[config.mk]
export PLATFORM = sky130hd
export DESIGN_NAME = lsu_ctrl_flat
export DESIGN_NICKNAME = d
export VERILOG_FILES = /design/src/rtl/lsu_ctrl_if.sv /design/src/rtl/lsu_ctrl.sv /design/src/flat_wrapper.sv
export SDC_FILE = /design/constraint.sdc
export NUM_CORES = 1
export LEC_CHECK = 0
export BUFFER_PORTS_ARGS = -buffer_cell sky130_fd_sc_hd__buf_2
export CORE_MARGIN = 1
export CORE_UTILIZATION = 50
export CTS_CLUSTER_SIZE = 14
export DETAILED_ROUTE_END_ITERATION = 10
export GPL_ROUTABILITY_DRIVEN = 0
export PLACE_DENSITY_LB_ADDON = 0.3
export SLEW_MARGIN = 20
export SYNTH_ARGS = -nofsm -noshare
export SYNTH_HDL_FRONTEND = slang
export SYNTH_SLANG_ARGS = --single-unit
[constraint.sdc]
create_clock -name clk_i -period 3.1 [get_ports clk_i]
set_input_delay 0.62 -clock clk_i [delete_from_list [all_inputs] [get_ports clk_i]]
set_output_delay 0.62 -clock clk_i [all_outputs]
set_load 0.05 [all_outputs]
[src/rtl/lsu_ctrl_if.sv]
// Core-side and data-memory-side signals of the load/store unit.
// LSU_MISALIGN_CHECK_EN adds the core_misalign_o flag.
interface lsu_ctrl_if #(
    parameter int ADDR_WIDTH = 32
);
  logic                  core_req_i;
  logic                  core_we_i;
  logic [2:0]            core_size_i;
  logic [ADDR_WIDTH-1:0] core_addr_i;
  logic [31:0]           core_wd_i;
  logic [31:0]           core_rd_o;
  logic                  core_stall_o;
`ifdef LSU_MISALIGN_CHECK_EN
  logic                  core_misalign_o;
`endif
  logic                  mem_req_o;
  logic                  mem_we_o;
  logic [3:0]            mem_be_o;
  logic [ADDR_WIDTH-1:0] mem_addr_o;
  logic [31:0]           mem_wd_o;
  logic [31:0]           mem_rd_i;
  logic                  mem_ready_i;

  modport master (
    input  core_req_i, core_we_i, core_size_i, core_addr_i, core_wd_i,
    input  mem_rd_i, mem_ready_i,
`ifdef LSU_MISALIGN_CHECK_EN
    output core_misalign_o,
`endif
    output core_rd_o, core_stall_o,
    output mem_req_o, mem_we_o, mem_be_o, mem_addr_o, mem_wd_o
  );

  modport slave (
    output core_req_i, core_we_i, core_size_i, core_addr_i, core_wd_i,
    output mem_rd_i, mem_ready_i,
`ifdef LSU_MISALIGN_CHECK_EN
    input  core_misalign_o,
`endif
    input  core_rd_o, core_stall_o,
    input  mem_req_o, mem_we_o, mem_be_o, mem_addr_o, mem_wd_o
  );
endinterface

[src/rtl/lsu_ctrl.sv]
// Load/store unit: core access -> word-aligned memory request, load extraction, core stall.
// Optional LSU_MISALIGN_CHECK_EN: misaligned H/W accesses are not issued and flagged instead.
module lsu_ctrl #(
    parameter int ADDR_WIDTH = 32
) (
  input logic        clk_i,
  input logic        rst_i,
  lsu_ctrl_if.master bus
);
  typedef enum logic [1:0] {IDLE, REQ, RESP, DONE} state_t;

  state_t                state_reg;
  logic                  mem_req_reg;
  logic                  mem_we_reg;
  logic [3:0]            mem_be_reg;
  logic [ADDR_WIDTH-1:0] mem_addr_reg;
  logic [31:0]           mem_wd_reg;
  logic [31:0]           core_rd_reg;
  logic [2:0]            size_reg;
  logic [1:0]            off_reg;

  logic        is_byte;
  logic        is_half;
  logic [1:0]  off;
  logic [3:0]  be_next;
  logic [31:0] wd_next;
  logic [31:0] rd_ext_next;
  logic [7:0]  rd_byte;
  logic [15:0] rd_half;
  logic        misalign;
  logic        stall_next;
  logic [7:0]  rd_lane [4];

  assign off     = bus.core_addr_i[1:0];
  assign is_byte = (bus.core_size_i[1:0] == 2'b00);
  assign is_half = (bus.core_size_i[1:0] == 2'b01);

`ifdef LSU_MISALIGN_CHECK_EN
  logic misalign_reg;
  assign misalign = (is_half && off[0]) || (!is_byte && !is_half && (off != 2'b00));
  assign bus.core_misalign_o = misalign_reg;
`else
  assign misalign = 1'b0;
`endif

  always_comb begin
    be_next = 4'b1111;
    wd_next = bus.core_wd_i;
    if (is_byte) begin
      be_next = 4'b0001 << off;
      wd_next = {4{bus.core_wd_i[7:0]}};
    end else if (is_half) begin
      be_next = off[1] ? 4'b1100 : 4'b0011;
      wd_next = {2{bus.core_wd_i[15:0]}};
    end
  end

  for (genvar gi = 0; gi < 4; gi++) begin : g_lane
    assign rd_lane[gi] = bus.mem_rd_i[8*gi +: 8];
  end

  // size_reg[2] marks the unsigned variants; codes 01x/11x fall through to word
  always_comb begin
    rd_byte     = rd_lane[off_reg];
    rd_half     = off_reg[1] ? {rd_lane[3], rd_lane[2]} : {rd_lane[1], rd_lane[0]};
    rd_ext_next = bus.mem_rd_i;
    case (size_reg[1:0])
      2'b00:   rd_ext_next = {{24{rd_byte[7] & ~size_reg[2]}}, rd_byte};
      2'b01:   rd_ext_next = {{16{rd_half[15] & ~size_reg[2]}}, rd_half};
      default: rd_ext_next = bus.mem_rd_i;
    endcase
  end

  always_comb begin
    stall_next = 1'b0;
    if (!rst_i) begin
      case (state_reg)
        IDLE:     stall_next = bus.core_req_i;
        REQ,
        RESP:     stall_next = 1'b1;
        default:  stall_next = 1'b0;
      endcase
    end
  end

  always_ff @(posedge clk_i) begin
    if (rst_i) begin
      state_reg    <= IDLE;
      mem_req_reg  <= 1'b0;
      mem_we_reg   <= 1'b0;
      mem_be_reg   <= 4'b0000;
      mem_addr_reg <= '0;
      mem_wd_reg   <= 32'h0;
      core_rd_reg  <= 32'h0;
      size_reg     <= 3'b000;
      off_reg      <= 2'b00;
`ifdef LSU_MISALIGN_CHECK_EN
      misalign_reg <= 1'b0;
`endif
    end else begin
      case (state_reg)
        IDLE: begin
          if (bus.core_req_i) begin
            if (misalign) begin
              state_reg <= DONE;
`ifdef LSU_MISALIGN_CHECK_EN
              misalign_reg <= 1'b1;
`endif
            end else begin
              mem_req_reg  <= 1'b1;
              mem_we_reg   <= bus.core_we_i;
              mem_be_reg   <= be_next;
              mem_addr_reg <= {bus.core_addr_i[ADDR_WIDTH-1:2], 2'b00};
              mem_wd_reg   <= wd_next;
              size_reg     <= bus.core_size_i;
              off_reg      <= off;
              state_reg    <= REQ;
            end
          end
        end
        REQ: begin
          if (bus.mem_ready_i) begin
            mem_req_reg <= 1'b0;
            state_reg   <= mem_we_reg ? DONE : RESP;
          end
        end
        RESP: begin
          core_rd_reg <= rd_ext_next;
          state_reg   <= DONE;
        end
        default: begin
`ifdef LSU_MISALIGN_CHECK_EN
          misalign_reg <= 1'b0;
`endif
          state_reg <= IDLE;
        end
      endcase
    end
  end

  assign bus.core_stall_o = stall_next;
  assign bus.core_rd_o    = core_rd_reg;
  assign bus.mem_req_o    = mem_req_reg;
  assign bus.mem_we_o     = mem_we_reg;
  assign bus.mem_be_o     = mem_be_reg;
  assign bus.mem_addr_o   = mem_addr_reg;
  assign bus.mem_wd_o     = mem_wd_reg;
endmodule
[src/flat_wrapper.sv]
// flat-port wrapper written by rule: the top's interface ports become plain ports
module lsu_ctrl_flat 
#(
    parameter int ADDR_WIDTH = 32
)
  (clk_i, rst_i, bus_core_req_i, bus_core_we_i, bus_core_size_i, bus_core_addr_i, bus_core_wd_i, bus_mem_rd_i, bus_mem_ready_i, bus_core_rd_o, bus_core_stall_o, bus_mem_req_o, bus_mem_we_o, bus_mem_be_o, bus_mem_addr_o, bus_mem_wd_o);
  lsu_ctrl_if #(.ADDR_WIDTH(ADDR_WIDTH)) bus_i ();
  input logic clk_i;
  input logic rst_i;
  input wire logic [$bits(bus_i.core_req_i)-1:0] bus_core_req_i;
  input wire logic [$bits(bus_i.core_we_i)-1:0] bus_core_we_i;
  input wire logic [$bits(bus_i.core_size_i)-1:0] bus_core_size_i;
  input wire logic [$bits(bus_i.core_addr_i)-1:0] bus_core_addr_i;
  input wire logic [$bits(bus_i.core_wd_i)-1:0] bus_core_wd_i;
  input wire logic [$bits(bus_i.mem_rd_i)-1:0] bus_mem_rd_i;
  input wire logic [$bits(bus_i.mem_ready_i)-1:0] bus_mem_ready_i;
  output wire logic [$bits(bus_i.core_rd_o)-1:0] bus_core_rd_o;
  output wire logic [$bits(bus_i.core_stall_o)-1:0] bus_core_stall_o;
  output wire logic [$bits(bus_i.mem_req_o)-1:0] bus_mem_req_o;
  output wire logic [$bits(bus_i.mem_we_o)-1:0] bus_mem_we_o;
  output wire logic [$bits(bus_i.mem_be_o)-1:0] bus_mem_be_o;
  output wire logic [$bits(bus_i.mem_addr_o)-1:0] bus_mem_addr_o;
  output wire logic [$bits(bus_i.mem_wd_o)-1:0] bus_mem_wd_o;
  assign bus_i.core_req_i = bus_core_req_i;
  assign bus_i.core_we_i = bus_core_we_i;
  assign bus_i.core_size_i = bus_core_size_i;
  assign bus_i.core_addr_i = bus_core_addr_i;
  assign bus_i.core_wd_i = bus_core_wd_i;
  assign bus_i.mem_rd_i = bus_mem_rd_i;
  assign bus_i.mem_ready_i = bus_mem_ready_i;
  assign bus_core_rd_o = bus_i.core_rd_o;
  assign bus_core_stall_o = bus_i.core_stall_o;
  assign bus_mem_req_o = bus_i.mem_req_o;
  assign bus_mem_we_o = bus_i.mem_we_o;
  assign bus_mem_be_o = bus_i.mem_be_o;
  assign bus_mem_addr_o = bus_i.mem_addr_o;
  assign bus_mem_wd_o = bus_i.mem_wd_o;
  lsu_ctrl #(.ADDR_WIDTH(ADDR_WIDTH)) u_core (.clk_i(clk_i), .rst_i(rst_i), .bus(bus_i));
endmodule
---- Word-level counts from Yosys, hierarchy flattened ----
Cells that the tools add are included.
storage, ports and cells
  register bits after elaboration ......... 107
  output and inout port bits .............. 103
  logic and storage cells ................. 48
operators by class
  order comparisons ....................... 1
  eq/ne operators ......................... 6
  shift operators ......................... 1
  multiplexer cells ....................... 19
  bitwise gates (word level) .............. 4
  reduce and logical (&&, ||, !) cells .... 8
operator list
  cell                 count
  $mux 32              2
  $pmux 32 s2          1
  $bmux 8 s2           1
  $mux 16              1
  $mux 8               2
  $mux 4               3
  $eq 2x1->1 const B   3
  $logic_not 2->1      3
  $pmux 2 s3           1
  $mux 1               4
  $mux 2               2
  $ne 2x2->1 const B   2
  $pmux 1 s2           2
  $reduce_and 2->1     2
  $shl 1x2->4 const A  1
  $ge 3x3->1 const B   1
  $not 2->3            1
  $reduce_and 3->1     1
  $and 1x1->1          2
  $eq 2x2->1 const B   1
  $reduce_bool 2->1    1
  $reduce_or 2->1      1
  $not 1->1            1

---- Longest topological paths before layout ----
Gate-level depths: netlist (run 1).
  depth in word-level cells ............... 6
  depth in mapped cells ................... 7

---- Worst setup path after synthesis (run 1) ----
OpenSTA, ideal clock, no wires.
  kind .................................... in2out
  from .................................... in bus_core_req_i
  to ...................................... out bus_core_stall_o
  data arrival time ....................... 2.222 ns
  path slack .............................. 0.258 ns
  cell stages on the path ................. 5
  path through ............................ and2_1 clkbuf_1 buf_2 nor2_1 nor3_1
between the ends
  longest elaborated chain between the ends .. 2
RTL lines
  item             RTL line            RTL
  start, declared  flat_wrapper.sv:10  input wire logic [$bits(bus_i.core_req_i)-1:0] bus_core_req_i;
  $pmux 1 s2       lsu_ctrl.sv:77      case (state_reg)
  $mux 1           lsu_ctrl.sv:76      if (!rst_i) begin
  end, declared    flat_wrapper.sv:18  output wire logic [$bits(bus_i.core_stall_o)-1:0] bus_core_stall_o;
No other way between the ends.

---- Worst setup path in the final report (run 1) ----
  from .................................... reg u_core.state_reg[0]
  to ...................................... out bus_core_stall_o
between the ends
  longest elaborated chain between the ends .. 4
RTL lines
  item                                      RTL line         RTL
  start, declared                           lsu_ctrl.sv:12   state_t state_reg;
  start signal, assigned                    lsu_ctrl.sv:124  state_reg <= mem_we_reg ? DONE : RESP;
  $eq 2x2->1 or $eq 2x1->1 (tied branches)  lsu_ctrl.sv:77
  $reduce_or 2->1                           lsu_ctrl.sv:77
  $pmux 1 s2 *                              lsu_ctrl.sv:77
  $mux 1 *                                  lsu_ctrl.sv:76
Mark *: on every way between the ends. The rest lies on a longest branch, timed or not.

==> metrics.md, run 1 <==
| Metric | Value |
|---|---|
| Placed cell count | `860` |
| Overall Global Routing Usage | `25.9%` |
| Clock power share | `14.0%` |
| R2R Path End | `u_core.bus.mem_wd_o[9]$_SDFFE_PP0P_` |
| Synth cell types | `39` |
| Clk pin slew, worst setup/hold paths | `100 ps` |
| CTS tree | `yes` |
| I/O pin total | `207` |
| Die ar. | `9890 µm²` |
| GRT Residual Overflow | `0` |
| Initial Utilization | `51.6%` |
| Max H-tree Level | `3` |
| Worst-case hold path end point | `u_core.bus.mem_addr_o[21]$_SDFFE_PP0P_` |
| Die W | `99.4 µm` |
| Postcts setup bufs | `0` |
| Worst skew pair latency | `370 ps` |
| FF+latch area | `2140 µm²` |
| MaxCap Viol Count | `0` |
| Max-slew violation count | `0` |
| # fillers | `828` |
| Area Overhead vs Synth | `24.9%` |
| CTS Hold Bufs | `0` |
| PD cells | `986 nW/µm²` |
| Core Box Area | `9200 µm²` |
| WL final | `12.8 mm` |
| Setup_tns | `0 ps` |
| Critical Path RT | `2480 ps` |
| Fraction of layout cells with a size suffix above 1 | `32.7%` |
| P_int | `0.00286 W` |
| CP max FO | `4` |
| Post-Synthesis Cells | `585` |
| Row count | `35` |
| Share of the synthesized area in the top cell type | `45.1%` |
| Die H | `99.4 µm` |
| Synth top area cells | `dfxtp_1 (45%), nand2_1 (12%), a21oi_1 (6.0%), mux2i_1 (4.8%), a211oi_1 (4.1%)` |
| Worst setup path category | `reg -> out` |
| Crit path DAT | `1670 ps` |
| Avg Cell Area, Syn | `8.11 µm²` |
| First-pass GRT wire length | `20.8 mm` |
| Hold Path Stages | `2` |
| Switching pwr | `0.00299 W` |
| Sw frac | `51.1%` |
| Post-Layout Cell Count | `876` |
| Pleak | `2.69 nW` |
| Critical path capture point type | `output pin` |
| Via count | `4771` |
| Port bufs | `204` |
| Tmin final | `2290 ps` |
| Post-CTS sizing | `0` |
| Final setup viols | `0` |
| Antenna violations before repair | `0` |
| Final core occ | `64.5%` |
| Final ANT Viol Nets | `0` |
| Least-Margin Pin Slew | `885 ps` |
| DRC Markers | `0` |
| RSZ-0062 raised after global routing | `false` |
| Syn. warnings | `0` |
| Design Area, Final | `5930 µm²` |
| Top_reg_cell synth | `dfxtp_1` |
| Vias per cell | `5.45` |
| Reg-to-reg startpoint | `u_core.state_reg[0]$_SDFFE_PP0P_` |
| Startpoint types | `register` |
| Area leader, netlist | `dfxtp_1` |
| Avg WL per Cell | `14.7 µm` |
| Min-Delay Startpoint | `u_core.bus.mem_addr_o[21]$_SDFFE_PP0P_` |
| CTS root buffer | `clkbuf_8` |
| CTS buffer count | `9` |
| Seq pwr share | `34.3%` |
| Dpl cell area | `5740 µm²` |
| Largest net degree at the start of global routing | `90` |
| R2r setup slk | `1050 ps` |
| Max IR drop VDD | `0.712 mV` |
| Max Freq | `437 MHz` |
| TritonRoute pass-1 iters | `5` |
| Synthesized area | `4750 µm²` |
| R2R depth | `6` |
| Ant. Diodes | `0` |
| Status | `completed` |
| Hpwl dp | `9.19 mm` |
| Period Utilization, post-route | `73.9%` |
| Sequential area share after synthesis | `45.1%` |
| Hold Fails Final Rpt | `0` |
| #FFs+latches synth | `107` |
| Post-synth EDFFs | `0` |
| Vias in the first global route | `4441` |
| Final Skew | `15.4 ps` |
| Max transition margin | `40.9%` |
| Clk buf depth | `2` |
| Top post-synthesis cells by count | `nand2_1 (151), dfxtp_1 (107), a21oi_1 (57)` |
| CTS Sinks | `107` |
| Synth async-reset ratio | `0%` |
| Most frequent cell after synthesis | `nand2_1` |
| Hold Path Class | `reg -> reg` |
| Detailed Route Iter0 Violations | `143` |
| Nets | `868` |
| Area of the multi-input gates | `2360 µm²` |
| Combinational Power Share | `51.6%` |
## cell families (layout without fill, tap and decap cells)
family / count (synthesis) / in the layout / synth area share [%]
and+or+nand+nor: 231 / 231 / 20.1
DFF: 107 / 107 / 45.1
buffers and inverters: 54 / 233 / 5.22
muxes: 30 / 30 / 6.51
other: 1 / 2 / 0.0790
adders and majority gates: 4 / 4 / 1.05
AOI/OAI and AO/OA: 158 / 158 / 21.9
## stage by stage
step	power, W	hold WS [ps]	setup slack, ps
after detailed placement	0.00506	445	1020
after global placement	0.00498	440	1020
after global routing	0.00617	478	646
final	0.00584	457	809
after floorplan	0.00438	450	258
after CTS	0.00586	460	787
## layout make-up
type	instances	share of cell area, %
Timing Repair Buffer	211	18.1
Clock inverter	7	1.03
Clock buffer	9	2.09
Multi-Input combinational cell	425	39.9
Tap cell	111	2.34
Sequential cell	107	36.1
Inverter	6	0.380
## worst max-delay path, stage by stage (launching register included)
cell and delay [ps]:
dfxtp_1 410, inv_1 90, ha_1 260, and2_2 190, nor2_1 80, nor3_1 50, buf_2 240
## cell usage in the layout, fill, tap and decap left out, types with 2 or more instances in the layout
master	Yosys	layout
buf_2	15	203
nand2_1	151	150
dfxtp_1	107	107
a21oi_1	57	57
nor2_1	46	46
a211oi_1	26	26
o21ai_0	24	24
mux2i_1	23	23
a211oi_2	10	10
o21bai_1	9	9
clkbuf_8	0	9
a311oi_1	8	8
nor2b_1	8	8
nand4_1	8	8
buf_4	3	8
mux2_2	7	7
o22ai_1	7	7
a21boi_0	6	6
a31oi_1	6	6
and2_1	6	5
inv_1	4	4
ha_1	4	4
nor3_1	3	3
nand2b_1	3	3
inv_6	0	3
clkinv_1	2	2
conb_1	1	2
clkinv_2	0	2
## power by group through the flow
stage                     Clock (W)  Sequential (W)  Combinational, W
after global placement            0         0.00202           0.00296
final                      0.000819         0.00201           0.00302
after CTS                  0.000830         0.00201           0.00303
after floorplan                   0         0.00323           0.00115
after global routing       0.000876         0.00205           0.00324
after detailed placement          0         0.00203           0.00303
## how the worst max path moves through the flow
| stage | from | endpoint | slack [ps] |
|---|---|---|---|
| after floorplan | bus_core_req_i | bus_core_stall_o | 260 |
| after global placement | rst_i | bus_core_stall_o | 1020 |
| after detailed placement | rst_i | bus_core_stall_o | 1020 |
| after CTS | u_core.state_reg[0]$_SDFFE_PP0P_ | bus_core_stall_o | 790 |
| after global routing | u_core.state_reg[0]$_SDFFE_PP0P_ | bus_core_stall_o | 650 |
| final | u_core.state_reg[0]$_SDFFE_PP0P_ | bus_core_stall_o | 810 |
## per-layer routing
| metal | share of wire (%) | wire length [µm] | vias up | global-route usage (%) |
|---|---|---|---|---|
| li1 | - | - | 2352 | - |
| met1 | 42 | 5440 | 2194 | 32.4 |
| met2 | 47 | 6020 | 191 | 42.6 |
| met3 | 7.8 | 1010 | 34 | 6.11 |
| met4 | 2.9 | 369 | 0 | 11.7 |
| met5 | 0 | 0 | - | 0 |
(Power assumes the default switching activity.)
==> inputs of run 2 (changes only) <==
--- a/config.mk
+++ b/config.mk
@@ -7,7 +7,7 @@
 export LEC_CHECK = 0
 export BUFFER_PORTS_ARGS = -buffer_cell sky130_fd_sc_hd__buf_2
 export CORE_MARGIN = 1
-export CORE_UTILIZATION = 50
+export CORE_UTILIZATION = 48
 export CTS_CLUSTER_SIZE = 14
 export DETAILED_ROUTE_END_ITERATION = 10
 export GPL_ROUTABILITY_DRIVEN = 0
==> constraint.sdc (replaced) <==
create_clock -name clk_i -period 2.17 [get_ports clk_i]
set_input_delay 0.434 -clock clk_i [delete_from_list [all_inputs] [get_ports clk_i]]
set_output_delay 0.434 -clock clk_i [all_outputs]
set_load 0.05 [all_outputs]
==> run 2 against run 1 <==
Compared with the run above: cell count increased by 2.4%; register-to-register slack got worse by 520 ps; highest routed layer unchanged; core utilization decreased by 0.46 points; critical path depth unchanged; design area increased by 1.6%; clock skew decreased by 5.8 ps; non-clock buffer count increased by 6; die area increased by 4.1%; total power increased by 43%; global-route usage decreased by 1.1 points; first-iteration DRC count increased by 17%.
==> metrics.md, run 2 (synthesized netlist as in run 1, its figures left out) <==
| Metric | Value |
|---|---|
| Max-slew violation count | `0 (unchanged)` |
| Crit path DAT | `1580 ps (-90 ps)` |
| Via count | `4741 (-0.63%)` |
| Tmin final | `2020 ps` |
| Overall Global Routing Usage | `24.8% (-1.1 points)` |
| DRC Markers | `0 (unchanged)` |
| MaxCap Viol Count | `0 (unchanged)` |
| Clk pin slew, worst setup/hold paths | `90 ps (about the same)` |
| PD cells | `1390 nW/µm² (+41%)` |
| First-pass GRT wire length | `20.1 mm (-3.2%)` |
| Die H | `101 µm (+2.0%)` |
| Period Utilization, post-route | `92.9%` |
| CTS tree | `yes` |
| Detailed Route Iter0 Violations | `168 (+17%)` |
| Max transition margin | `66.2% (+25 points)` |
| Setup_tns | `0 ps (unchanged)` |
| Status | `completed` |
| CTS Sinks | `107 (unchanged)` |
| Most common cell after layout, fill and taps aside | `buf_2` |
| Slowest CP cell | `dfxtp_2` |
| CP max FO | `4 (unchanged)` |
| Pleak | `2.71 nW (+0.82%)` |
| Max IR drop VDD | `0.684 mV (-3.9%)` |
| Crit-path max cell delay | `350 ps (-60 ps)` |
| P_int | `0.00416 W (+46%)` |
| Row count | `35 (unchanged)` |
| CTS Hold Bufs | `0 (unchanged)` |
| WL final | `12.9 mm (+0.36%)` |
| # fillers | `848 (+2.4%)` |
| Max Freq | `496 MHz` |
| Post-Layout Cell Count | `897 (+2.4%)` |
| Nets | `874 (+0.69%)` |
| Initial Utilization | `50.4% (-1.2 points)` |
| Final setup viols | `0 (unchanged)` |
| Hold Path Class | `in -> reg` |
| Die ar. | `10300 µm² (+4.1%)` |
| Vias per cell | `5.29 (-3.0%)` |
| Avg WL per Cell | `14.4 µm (-2.0%)` |
| Combinational Power Share | `53.4% (+1.8 points)` |
| Final Skew | `9.64 ps (-5.80 ps)` |
| Sw frac | `50.3% (-0.83 points)` |
| Hold Fails Final Rpt | `0 (unchanged)` |
| Fraction of layout cells with a size suffix above 1 | `33.5% (+0.78 points)` |
| Cell breakdown of the critical path | `inv_1 > ha_2 > and2_2 > nor2_2 > nor3_4 > clkbuf_4` |
| Ant. Diodes | `0 (unchanged)` |
| CTS buffer count | `9 (unchanged)` |
| Max H-tree Level | `3 (unchanged)` |
| Port bufs | `204 (unchanged)` |
| Postcts setup bufs | `0 (unchanged)` |
| Hpwl dp | `9.29 mm (+1.1%)` |
| Die W | `101 µm (+2.0%)` |
| GRT Residual Overflow | `0 (unchanged)` |
| Seq pwr share | `33.8% (-0.5 points)` |
| Clk buf depth | `2 (unchanged)` |
| Final ANT Viol Nets | `0 (unchanged)` |
| Worst skew pair latency | `360 ps (about the same)` |
| Switching pwr | `0.00420 W (+41%)` |
| RSZ-0062 raised after global routing | `false` |
| Antenna violations before repair | `0 (unchanged)` |
| CTS root buffer | `clkbuf_8` |
| Vias in the first global route | `4386 (-1.2%)` |
| Largest net degree at the start of global routing | `108 (+20%)` |
| Worst setup path category | `reg -> out` |
| Clock power share | `12.8% (-1.2 points)` |
| Post-CTS sizing | `0 (unchanged)` |
| Area Overhead vs Synth | `27.0%` |
| Placed cell count | `884 (+2.8%)` |
| Startpoint types | `register` |
| TritonRoute pass-1 iters | `4 (-1)` |
| Most frequent cells in the layout | `buf_2 (202), nand2_1 (150), dfxtp_1 (105)` |
| Critical path capture point type | `output pin` |
| Core Box Area | `9420 µm² (+2.4%)` |
| Least-Margin Pin Slew | `505 ps (-380 ps)` |
| I/O pin total | `207 (unchanged)` |
| Critical Path RT | `1740 ps (-740 ps)` |
==> run 2: cell count changes in the layout (fill, tap and decap cells not counted), moves of 2 or more <==
cell	change
buf_4	+3
clkinvlp_4	+2
buf_12	+3
clkinv_2	-2
dfxtp_1	-2
inv_6	-3
dfxtp_2	+2
==> run 2: cell type report <==
cell class	count	area, µm²	area share (%)
multi-input cells	425	2380	39.5
well taps	129	161	2.68
inverters	6	22.5	0.374
clock inverters	2	15.0	0.249
flip-flops and latches	107	2140	35.6
repair buffers	217	1160	19.3
clock buffers	11	141	2.35
==> run 2: final timing paths <==
path                            depth (start not counted)                                      to                                    from  slack [ps]
worst min register to register                          2  u_core.bus.mem_addr_o[31]$_SDFFE_PP0P_  u_core.bus.mem_addr_o[31]$_SDFFE_PP0P_         450
worst max register to register                          6     u_core.bus.mem_wd_o[8]$_SDFFE_PP0P_        u_core.state_reg[1]$_SDFFE_PP0P_         530
worst min-delay path                                    3  u_core.bus.mem_addr_o[28]$_SDFFE_PP0P_                     bus_core_addr_i[28]         310
worst max-delay path                                    6                        bus_core_stall_o        u_core.state_reg[1]$_SDFFE_PP0P_         150
==> run 2: routing by layer <==
layer	global-route usage, %	up-vias	part of all wire (%)	wire (µm)
met1	30.0	2156	42	5390
li1	-	2361	-	-
met2	41.5	193	48	6120
met3	5.38	31	7.6	982
met4	12.7	0	3.0	390
met5	0	-	0	0
==> run 2: power by group through the flow <==
stage                     registers [W]  logic [W]  clock network (W)
after floorplan                 0.00461    0.00166                  0
final                           0.00283    0.00447            0.00107
after global routing            0.00289    0.00478            0.00118
after CTS                       0.00282    0.00447            0.00110
after detailed placement        0.00287    0.00446                  0
after global placement          0.00284    0.00436                  0
==> run 2: critical path, delay by kind of cell (launching register included) <==
family | cells | cell delay (ps)
flip-flops | 1 | 350
AND/OR/NAND/NOR | 3 | 330
adder cells (fa/ha/maj) | 1 | 210
buffers and inverters | 2 | 330
==> run 2: through the flow <==
stage	total power (W)	setup WS, ps	utilization [%]	area [µm²]	hold slack (ps)
after floorplan	0.00627	160	-	4760	450
after global placement	0.00720	452	62.2	5860	439
after detailed placement	0.00733	400	62.2	5860	444
after CTS	0.00839	10.3	63.9	6020	287
after global routing	0.00886	47.1	64.0	6030	284
final	0.00836	155	64.0	6030	307
==> inputs of run 3 (changes only) <==
==> constraint.sdc (replaced) <==
create_clock -name clk_i -period 2.3 [get_ports clk_i]
set_input_delay 0.46 -clock clk_i [delete_from_list [all_inputs] [get_ports clk_i]]
set_output_delay 0.46 -clock clk_i [all_outputs]
set_load 0.05 [all_outputs]
==> run 3 against run 2 <==
Compared with the run above: sequential cell count did not move; die area did not move; core utilization down 0.27 points; largest cell class unchanged.
==> metrics.md, run 3 (synthesized netlist as in run 1, its figures left out) <==
| Metric | Value |
|---|---|
| Status | `completed` |
| Clk pin slew, worst setup/hold paths | `100 ps (about the same)` |
| Via count | `4794 (+1.1%)` |
| Die W | `101 µm (unchanged)` |
| CTS buffer count | `9 (unchanged)` |
| Row count | `35 (unchanged)` |
| Crit path DAT | `1660 ps (+80 ps)` |
| CP max FO | `4 (unchanged)` |
| I/O pin total | `207 (unchanged)` |
| Postcts setup bufs | `0 (unchanged)` |
| Area Overhead vs Synth | `26.4%` |
| Detailed Route Iter0 Violations | `184 (+9.5%)` |
| RSZ-0062 raised after global routing | `false` |
| Die H | `101 µm (unchanged)` |
| Core Box Area | `9420 µm² (unchanged)` |
| Overall Global Routing Usage | `25.4% (+0.60 points)` |
| TritonRoute pass-1 iters | `5 (+1)` |
| Max transition margin | `57.5% (-8.7 points)` |
| Antenna violations before repair | `0 (unchanged)` |
| Hold Fails Final Rpt | `0 (unchanged)` |
| Largest net degree at the start of global routing | `90 (-17%)` |
| CTS Hold Bufs | `0 (unchanged)` |
| Max IR drop VDD | `1.27 mV (+86%)` |
| # fillers | `858 (+1.2%)` |
| Max H-tree Level | `3 (unchanged)` |
| Fraction of layout cells with a size suffix above 1 | `33.3% (-0.13 points)` |
| Clk buf depth | `2 (unchanged)` |
| First-pass GRT wire length | `20.8 mm (+3.3%)` |
| Critical path capture point type | `output pin` |
| Die ar. | `10300 µm² (unchanged)` |
| Max Freq | `471 MHz` |
| Vias per cell | `5.33 (+0.78%)` |
| DRC Markers | `0 (unchanged)` |
| Critical Path RT | `1840 ps (+100 ps)` |
| Tmin final | `2120 ps` |
| Hpwl dp | `9.74 mm (+4.8%)` |
| Min-Delay Startpoint | `bus_core_addr_i[22]` |
| Vias in the first global route | `4428 (+0.96%)` |
| Pleak | `2.72 nW (+0.25%)` |
| Most frequent cells in the layout | `buf_2 (203), nand2_1 (150), dfxtp_1 (107)` |
| Final Skew | `12.9 ps (+3.22 ps)` |
| Dpl cell area | `5830 µm² (-0.53%)` |
| Most common cell after layout, fill and taps aside | `buf_2` |
| Least-Margin Pin Slew | `638 ps (+133 ps)` |
| Initial Utilization | `50.4% (unchanged)` |
| GRT Residual Overflow | `0 (unchanged)` |
| PD cells | `1320 nW/µm² (-5.1%)` |
| Final ANT Viol Nets | `0 (unchanged)` |
| MaxCap Viol Count | `0 (unchanged)` |
| Final setup viols | `0 (unchanged)` |
| WL final | `13.2 mm (+2.8%)` |
| Avg WL per Cell | `14.7 µm (+2.4%)` |
| Worst Setup Slack, final | `179 ps (+24.0 ps)` |
| CTS tree | `yes` |
| Startpoint types | `register` |
| Setup_tns | `0 ps (unchanged)` |
| Max-slew violation count | `0 (unchanged)` |
| Ant. Diodes | `0 (unchanged)` |
| Design Area, Final | `6000 µm² (-0.42%)` |
| CTS root buffer | `clkbuf_8` |
| Worst setup path category | `reg -> out` |
| Beginning of the critical path | `u_core.state_reg[0]$_SDFFE_PP0P_` |
| CTS Sinks | `107 (unchanged)` |
| Post-CTS sizing | `0 (unchanged)` |
| Period Utilization, post-route | `92.2%` |
| Nets | `874 (unchanged)` |
| Hold Path Class | `in -> reg` |
| Worst skew pair latency | `360 ps (about the same)` |
| Port bufs | `204 (unchanged)` |
| Reg-to-reg startpoint | `u_core.state_reg[0]$_SDFFE_PP0P_` |
| Dpl ws | `561 ps (+161 ps)` |
run 3: cell count changes in the layout (fill, tap and decap cells not counted), sizes merged:
| cell | before | now |
|---|---|---|
| clkbuf | 12 | 9 |
| inv | 4 | 7 |
| clkinvlp | 2 | 1 |
| buf | 216 | 217 |
| clkinv | 2 | 5 |
run 3: final cells by class:
cell class | count | area, µm² | area share [%]
clock buffers | 9 | 124 | 2.06
clock inverters | 7 | 48.8 | 0.813
inverters | 6 | 22.5 | 0.375
multi-input cells | 425 | 2370 | 39.5
flip-flops and latches | 107 | 2140 | 35.7
well taps | 129 | 161 | 2.69
repair buffers | 217 | 1130 | 18.9
run 3: where the power goes:
group	internal [W]	total, W	switching, W
clock network	0.000401	0.00106	0.000659
registers	0.00237	0.00269	0.000317
logic	0.00110	0.00415	0.00305
run 3: through the flow:
step / total power [W] / std cells / hold WS, ps / utilization [%]
2_1_floorplan: 0.00590 / 586 / 450 / -
3_3_place_gp: 0.00678 / 884 / 439 / 61.9
3_5_place_dp: 0.00688 / 884 / 446 / 61.9
4_1_cts: 0.00793 / 900 / 309 / 63.7
5_1_grt: 0.00835 / 900 / 298 / 63.7
6_report: 0.00790 / 900 / 326 / 63.7
run 3: final timing paths:
kind	slack, ps	cells past startpoint	to
worst min register to register	460	2	u_core.bus.mem_wd_o[31]$_SDFFE_PP0P_
worst max register to register	540	5	u_core.bus.core_rd_o[19]$_SDFFE_PP0P_
worst max-delay path	180	6	bus_core_stall_o
worst min-delay path	330	3	u_core.bus.mem_addr_o[22]$_SDFFE_PP0P_
run 3: metal layers:
layer | vias up | global-route usage, % | part of all wire [%]
li1 | 2357 | - | -
met2 | 189 | 43.2 | 48
met4 | 0 | 10.1 | 2.5
met1 | 2221 | 31.2 | 43
met3 | 27 | 5.66 | 6.8
met5 | - | 0 | 0
run 3: critical path, stage by stage (launching register included):
cell	delay, ps
dfxtp_1	400
inv_1	80
ha_1	240
and2_2	210
nor2_1	120
nor3_2	50
buf_2	210
